==> config.mk <==
export PLATFORM = sky130hd
export DESIGN_NAME = lsu_align
export DESIGN_NICKNAME = d
export VERILOG_FILES = /design/src/rtl/lsu_align.sv
export SDC_FILE = /design/constraint.sdc
export NUM_CORES = 1
export LEC_CHECK = 0
export CORE_ASPECT_RATIO = 1.5
export CORE_MARGIN = 5
export CORE_UTILIZATION = 40
export CTS_CLUSTER_DIAMETER = 40
export CTS_CLUSTER_SIZE = 30
export DETAILED_ROUTE_END_ITERATION = 12
export HOLD_SLACK_MARGIN = 0.1
export PLACE_DENSITY_LB_ADDON = 0.2
export SLEW_MARGIN = 0
export SYNTH_ARGS = -nofsm -noshare
export SYNTH_HDL_FRONTEND = slang
export SYNTH_SLANG_ARGS = --single-unit
==> constraint.sdc <==
create_clock -name clk -period 3.9 [get_ports clk]
set_clock_uncertainty 0.2 [all_clocks]
set_input_delay 0.39 -clock clk [delete_from_list [all_inputs] [get_ports clk]]
set_output_delay 0.39 -clock clk [all_outputs]
set_load 0.01 [all_outputs]
==> src/rtl/lsu_align.sv <==
// Load/store alignment unit: maps RV32I byte-addressed loads and stores onto a
// word-addressed data memory. Loads and SW finish in one cycle; SB/SH run a
// read-modify-write over two cycles and stall the core for one of them.
module lsu_align #(
    parameter int MEM_WORDS = 1024,
    parameter int IDX_BITS  = 10
) (
    input  logic        clk,
    input  logic        rst_n,
    input  logic        req_valid,
    input  logic        req_we,
    input  logic [2:0]  funct3,
    input  logic [31:0] addr,
    input  logic [31:0] wdata,
    output logic [31:0] rdata,
    output logic        done,
    output logic        stall,
    output logic        fault,
    output logic [31:0] mem_addr,
    output logic [31:0] mem_wdata,
    output logic        mem_rw,
    input  logic [31:0] mem_rdata
);

    typedef enum logic {IDLE, RMW_WR} state_t;

    localparam logic [29:0] MEM_LIMIT = 30'(MEM_WORDS);

    state_t              state;
    logic [31:0]         merge_q;
    logic [IDX_BITS-1:0] idx_q;

    logic [IDX_BITS-1:0] idx;
    logic                fault_c;
    logic                sub_store;
    logic [31:0]         merged;
    logic [31:0]         load_data;
    logic [7:0]          lane_byte;
    logic [15:0]         lane_half;

    assign idx = addr[IDX_BITS+1:2];

    // Misalignment, range and funct3 legality for the incoming request
    always_comb begin
        fault_c = 1'b0;
        if (addr[31:2] >= MEM_LIMIT)
            fault_c = 1'b1;
        if ((funct3 == 3'b001 || funct3 == 3'b101) && addr[0])
            fault_c = 1'b1;
        if (funct3 == 3'b010 && addr[1:0] != 2'b00)
            fault_c = 1'b1;
        if (req_we) begin
            if (funct3 != 3'b000 && funct3 != 3'b001 && funct3 != 3'b010)
                fault_c = 1'b1;
        end else begin
            if (funct3 == 3'b011 || funct3 == 3'b110 || funct3 == 3'b111)
                fault_c = 1'b1;
        end
        sub_store = req_we && !fault_c && (funct3 == 3'b000 || funct3 == 3'b001);
    end

    // Lane extraction and extension for loads, lane replacement for SB/SH
    always_comb begin
        case (addr[1:0])
            2'd0:    lane_byte = mem_rdata[7:0];
            2'd1:    lane_byte = mem_rdata[15:8];
            2'd2:    lane_byte = mem_rdata[23:16];
            default: lane_byte = mem_rdata[31:24];
        endcase
        lane_half = addr[1] ? mem_rdata[31:16] : mem_rdata[15:0];

        case (funct3)
            3'b000:  load_data = {{24{lane_byte[7]}}, lane_byte};
            3'b001:  load_data = {{16{lane_half[15]}}, lane_half};
            3'b100:  load_data = {24'h0, lane_byte};
            3'b101:  load_data = {16'h0, lane_half};
            default: load_data = mem_rdata;
        endcase

        merged = mem_rdata;
        if (funct3 == 3'b000) begin
            case (addr[1:0])
                2'd0:    merged[7:0]   = wdata[7:0];
                2'd1:    merged[15:8]  = wdata[7:0];
                2'd2:    merged[23:16] = wdata[7:0];
                default: merged[31:24] = wdata[7:0];
            endcase
        end else if (addr[1]) begin
            merged[31:16] = wdata[15:0];
        end else begin
            merged[15:0] = wdata[15:0];
        end
    end

    // RMW sequencing: capture merged word and index, then write it next cycle
    always_ff @(posedge clk or negedge rst_n) begin
        if (!rst_n) begin
            state   <= IDLE;
            merge_q <= '0;
            idx_q   <= '0;
        end else begin
            case (state)
                IDLE: begin
                    if (req_valid && sub_store) begin
                        merge_q <= merged;
                        idx_q   <= idx;
                        state   <= RMW_WR;
                    end
                end
                default: state <= IDLE;
            endcase
        end
    end

    // Output decode; gated by rst_n so a reset mid-write drops mem_rw at once
    always_comb begin
        rdata     = '0;
        done      = 1'b0;
        stall     = 1'b0;
        fault     = 1'b0;
        mem_addr  = '0;
        mem_wdata = '0;
        mem_rw    = 1'b0;
        if (rst_n) begin
            case (state)
                IDLE: begin
                    mem_addr = {{(32-IDX_BITS){1'b0}}, idx};
                    if (req_valid) begin
                        if (fault_c) begin
                            fault = 1'b1;
                            done  = 1'b1;
                        end else if (!req_we) begin
                            rdata = load_data;
                            done  = 1'b1;
                        end else if (funct3 == 3'b010) begin
                            mem_rw    = 1'b1;
                            mem_wdata = wdata;
                            done      = 1'b1;
                        end else begin
                            stall = 1'b1;
                        end
                    end
                end
                default: begin
                    mem_rw    = 1'b1;
                    mem_addr  = {{(32-IDX_BITS){1'b0}}, idx_q};
                    mem_wdata = merge_q;
                    done      = 1'b1;
                end
            endcase
        end
    end

endmodule

* Yosys cells after proc, flatten, opt, wreduce, memory -nomap -nowiden *
Index checks and enable logic that the tools add are counted.

storage, ports and cells
  logic and storage cells = 86
  bits in registers = 43
  bits of input ports = 103
  output and inout bits = 100

operators by class
  bitwise operators = 1
  magnitude comparators = 1
  eq/ne operators = 11
  reduce and logical (&&, ||, !) cells = 18
  mux-type cells = 52

operator list
  cell                                                   number
  2-to-1 mux 32 bit                                      12
  one-hot mux 32 bit (4 select lines)                    1
  2-to-1 mux 16 bit                                      3
  2-to-1 mux 8 bit                                       4
  >= comparator 30 x 11 -> 1 bit, second input constant  1
  2-to-1 mux 1 bit                                       29
  one-hot mux 8 bit (3 select lines)                     1
  2-to-1 mux 10 bit                                      2
  equality test 3 bit, second input constant             4
  logical AND 1 bit                                      7
  equality test 3 x 2 -> 1 bit, second input constant    2
  logical OR 1 bit                                       4
  equality test 3 x 1 -> 1 bit, second input constant    1
  logical NOT 3 bit                                      1
  != test 3 x 1 -> 1 bit, second input constant          1
  != test 3 x 2 -> 1 bit, second input constant          1
  nonzero test 3 bit                                     1
  OR reduction 3 bit                                     1
  equality test 2 x 1 -> 1 bit, second input constant    1
  equality test 2 bit, second input constant             1
  logical NOT 2 bit                                      1
  AND reduction 2 bit                                    1
  nonzero test 2 bit                                     1
  logical NOT 1 bit                                      1
  inverter 1 bit                                         1

* Longest topological paths before layout *
  depth in word-level cells = 13
  mapped depth = 7
  depth with buffers taken out = 4

* Worst setup path before layout *
No wires, ideal clock.

  path type = input to output
  start point = input addr[0]
  end point = output rdata[21]
  required time = 3.310 ns
  slack = 1.358 ns
  data arrival time = 1.952 ns
  path buffers = 2
  cell stages on the path = 6
  cells stage by stage = clkbuf_1 mux4_2 a21oi_1 a21boi_4 buf_6 nor3_2

between the ends
  longest elaborated chain between the ends = 9
  elaborated cells on any way between the ends = 18
  classes of those cells = eq/ne (2); mux (12); reduce/logical (4)

ends and longest elaborated chain
  item                                                                                         line  RTL
  from (decl)                                                                                  13    input logic [31:0] addr,
  parallel branches: the longest is 5 deep, another holds one-hot mux 32 bit (4 select lines)  -
  2-to-1 mux 32 bit (*)                                                                        129   if (fault_c) begin
  2-to-1 mux 32 bit (*)                                                                        128   if (req_valid) begin
  2-to-1 mux 32 bit (*)                                                                        125   case (state)
  2-to-1 mux 32 bit (*)                                                                        124   if (rst_n) begin
  to (decl)                                                                                    15    output logic [31:0] rdata,

Every way passes the cells marked *.

* Worst setup path in the final report *
  start point = input funct3[0]
  end point = output rdata[6]

between the ends
  longest elaborated chain between the ends = 11
  elaborated cells on any way between the ends = 29
  classes of those cells = eq/ne (9); mux (11); reduce/logical (9)

ends and longest elaborated chain
  item                                                                        line    RTL
  from (decl)                                                                 12      input logic [2:0] funct3,
  equality test 3 x 1 -> 1 bit / equality test 3 bit (equally long branches)  48, 72
  logical OR 1 bit                                                            48      if ((funct3 == 3'b001 || funct3 == 3'b101) && addr[0])
  logical AND 1 bit                                                           48
  2-to-1 mux 1 bit                                                            48
  2-to-1 mux 1 bit                                                            50      if (funct3 == 3'b010 && addr[1:0] != 2'b00)
  2-to-1 mux 1 bit (on tied branches)                                         56, 53
  2-to-1 mux 1 bit                                                            52      if (req_we) begin
  2-to-1 mux 32 bit (*)                                                       129
  2-to-1 mux 32 bit (*)                                                       128
  2-to-1 mux 32 bit (*)                                                       125
  2-to-1 mux 32 bit (*)                                                       124

Every way passes the cells marked *; elsewhere a longest branch is shown, timed or not.

==> impl_metrics.ini <==
[cts]
cts-buffers-inserted = 5
tritoncts_clock_tree = built
clkTransAtPathRegs_ns = 0.06
clk_latency_ns = 0.28
ctsLongestPathBuffers = 2
cts.htree.levels = 2
cts_num_sinks = 43
cts_root_buf = sky130_fd_sc_hd__clkbuf_16

[timing]
totalNegativeSetupSlack_ns = 0
worstMarginPinSlew_ns = 0.673
setup_viol_count_final = 0
final-hold-violation-count = 0
fmax_mhz = 279
fin_crit_ns = 3.59
relSlewSlack_pct = 54.7
grt_setup_unrepaired = no
timing.final.max_slew_violations = 0
finalCritPeriodShare_pct = 91.9

[routing]
ant_nets = 0
drt_iter0_drc = 260
avgViaCountPerCell = 5.64
vias = 3828
wl_per_cell_um = 19.7
finalWirelength_um = 13400
firstDrtPassIters = 5
drcViolationCount = 0

[synth]
netlist.top_cell.by_area = sky130_fd_sc_hd__dfrtp_1
yosysMostFrequentCell = sky130_fd_sc_hd__mux2_1
synth_top_area_share_pct = 28.6
ys_seq_area_share_pct = 28.6
syn_inst = 394
synth_async_sr_flop_share_pct = 100
synth.avg_cell_area_um2 = 9.55
main_flop_type_after_synthesis = sky130_fd_sc_hd__dfrtp_1
synth_warnings = 0
synth.top_cells.by_area = sky130_fd_sc_hd__dfrtp_1 29%, sky130_fd_sc_hd__mux2_1 14%, sky130_fd_sc_hd__a22o_1 8.1%
synthDistinctLibCells = 49
mappedNetlistArea_mm2 = 0.00376
synth_edf_count = 0
synth_common_cells = 46 x sky130_fd_sc_hd__mux2_1, 43 x sky130_fd_sc_hd__dfrtp_1, 35 x sky130_fd_sc_hd__a22o_1
synth_seq_cells = 43

[floorplan]
die_x_um = 89.2
fp.dieArea_mm2 = 0.0115
pin_count = 203
initial_utilization_pct = 40.7
placementRows = 43
core_area_mm2 = 0.00925
floorplan.die.height_um = 129

[min_path]
hold_path_depth = 1
min-delay-path-class = flop to flop
worstHoldEndpoint = idx_q[5]$_DFFE_PN0P_
timing.hold.worst.start = idx_q[5]$_DFFE_PN0P_

[final_layout]
antenna-diode-count = 0
filler_cells_inserted = 800
area.sequential_mm2 = 0.00108
multiInputGateArea_mm2 = 0.00241
finish.utilization_pct = 63.2
final_cells = 679
area_overhead_of_the_layout_relative_to_synthesis_pct = 55.4
drive_above_1_share_pct = 11.6
final_cell_area_mm2 = 0.00585
fin_nets = 669

[pwr]
power_leakage_nw = 2.43
report.power.total_mw = 1.30
powerDensity_mw_per_mm2 = 222
vdd_ir_drop_max_mv = 0.286

[run]
max_cap_violations = 0

[global_route]
vias_in_the_first_global_route = 3877
grt_antenna_before_repair = 0
globalRouteTotalUtil_pct = 22.7
grt_first_pass_wirelength_um = 20600
globalRouteOverflowTotal = 0
grt_max_degree = 47

[place]
postPlaceCellArea_mm2 = 0.00565
port_buffers = 180
gp_congestion = 0.885
detailed_place_hpwl_um = 10600
place.detailed.instances = 670

[setup_path]
timing.critical_path.to_type = output pin
critPathLaunchType = input pin
critical_path_required_ns = 3.31
crit-reg2reg-launch = state$_DFF_PN0_
r2r.worst_path.cells = 5
timing_worst_setup_path_type = input pin to output pin
cp.arrival_ns = 3.00
critPathMaxFanout = 32
worst-r2r-setup-slack_ns = 1.86
worst_r2r_endpoint = merge_q[18]$_DFFE_PN0P_

[run_status]
outcome = completed
[metrics by stage]
step	setup WS (ns)	hold slack (ns)
2_1_floorplan	1.36	-0.106
4_1_cts	0.301	0.288
5_1_grt	0.175	0.306
3_5_place_dp	0.300	0.225
3_3_place_gp	0.307	0.232
6_report	0.314	0.284
[worst max-delay path by stage]
stage / startpoint / end / slack [ns] / depth (start not counted)
after floorplan: addr[0] / rdata[21] / 1.36 / 6
after global placement: addr[17] / rdata[6] / 0.31 / 7
after detailed placement: funct3[0] / rdata[6] / 0.30 / 7
after CTS: funct3[0] / rdata[6] / 0.30 / 7
after global routing: funct3[0] / rdata[6] / 0.18 / 7
final: funct3[0] / rdata[6] / 0.31 / 7
[layout by cell type, fill, tap and decap left out, types with 2 or more instances in the layout]
cell,n
sky130_fd_sc_hd__a21o_1,3
sky130_fd_sc_hd__a22o_1,35
sky130_fd_sc_hd__nand2_1,19
sky130_fd_sc_hd__o31a_1,5
sky130_fd_sc_hd__buf_12,2
sky130_fd_sc_hd__buf_4,21
sky130_fd_sc_hd__mux2i_1,21
sky130_fd_sc_hd__nor2b_1,13
sky130_fd_sc_hd__nor3_2,17
sky130_fd_sc_hd__mux2_2,10
sky130_fd_sc_hd__mux2_1,46
sky130_fd_sc_hd__clkdlybuf4s50_1,179
sky130_fd_sc_hd__inv_1,7
sky130_fd_sc_hd__o21ai_0,23
sky130_fd_sc_hd__conb_1,22
sky130_fd_sc_hd__o2bb2ai_1,10
sky130_fd_sc_hd__dfrtp_1,43
sky130_fd_sc_hd__o31ai_1,3
sky130_fd_sc_hd__a31oi_1,5
sky130_fd_sc_hd__clkbuf_16,5
sky130_fd_sc_hd__nor4_1,5
sky130_fd_sc_hd__o21ai_1,2
sky130_fd_sc_hd__a21oi_1,19
sky130_fd_sc_hd__nand3_1,2
sky130_fd_sc_hd__o211ai_1,6
sky130_fd_sc_hd__bufinv_16,2
sky130_fd_sc_hd__nor2_1,8
sky130_fd_sc_hd__a22oi_1,9
[report_power, final]
part | switching [mW] | internal, mW
sequential | 0.000000510 | 0.446
combinational | 0.155 | 0.166
clock | 0.167 | 0.367
total | 0.321 | 0.980
[final cells by class]
type,instances,share of cell area (%)
sequential,43,18.4
inverter,7,0.449
tap,112,2.40
timing repair buffer,204,34.3
clock inverter,2,1.03
clock buffer,6,2.20
multi-input combinational,305,41.2
[layer usage]
metal	up-vias	GRT usage, %	routed length (um)
met2	179	39.2	6880
met4	0	6.49	228
met3	16	5.51	1240
met5	-	0	0
met1	1855	27.7	5050
li1	1778	-	-
[registers in the layout, indices dropped and copies added (netlist names)]
register / count
merge_q: 32
state: 1
idx_q: 10
[cells by family (layout without fill, tap and decap cells)]
kind of cell,count (synthesis),count (layout),synth area share (%)
buf+inv,67,219,9.78
other cells,1,22,0.0997
flops,43,43,28.6
compound gates,128,128,25.5
simple gates,77,77,13.1
mux,78,78,22.9
[timing repair]
action	4_1_cts	5_1_grt
endpoints found under the hold margin	10	0
buffers inserted	0	0
resized for setup	0	0
hold buffers	1	0
[worst max-delay path: stages]
cell and delay, ns:
sky130_fd_sc_hd__clkdlybuf4s50_1 0.53, sky130_fd_sc_hd__a22oi_2 0.24, sky130_fd_sc_hd__o311ai_2 0.14, sky130_fd_sc_hd__or4_1 0.54, sky130_fd_sc_hd__buf_12 0.20, sky130_fd_sc_hd__a2111oi_4 0.33, sky130_fd_sc_hd__clkdlybuf4s50_1 0.61
(Power assumes the default switching activity.)
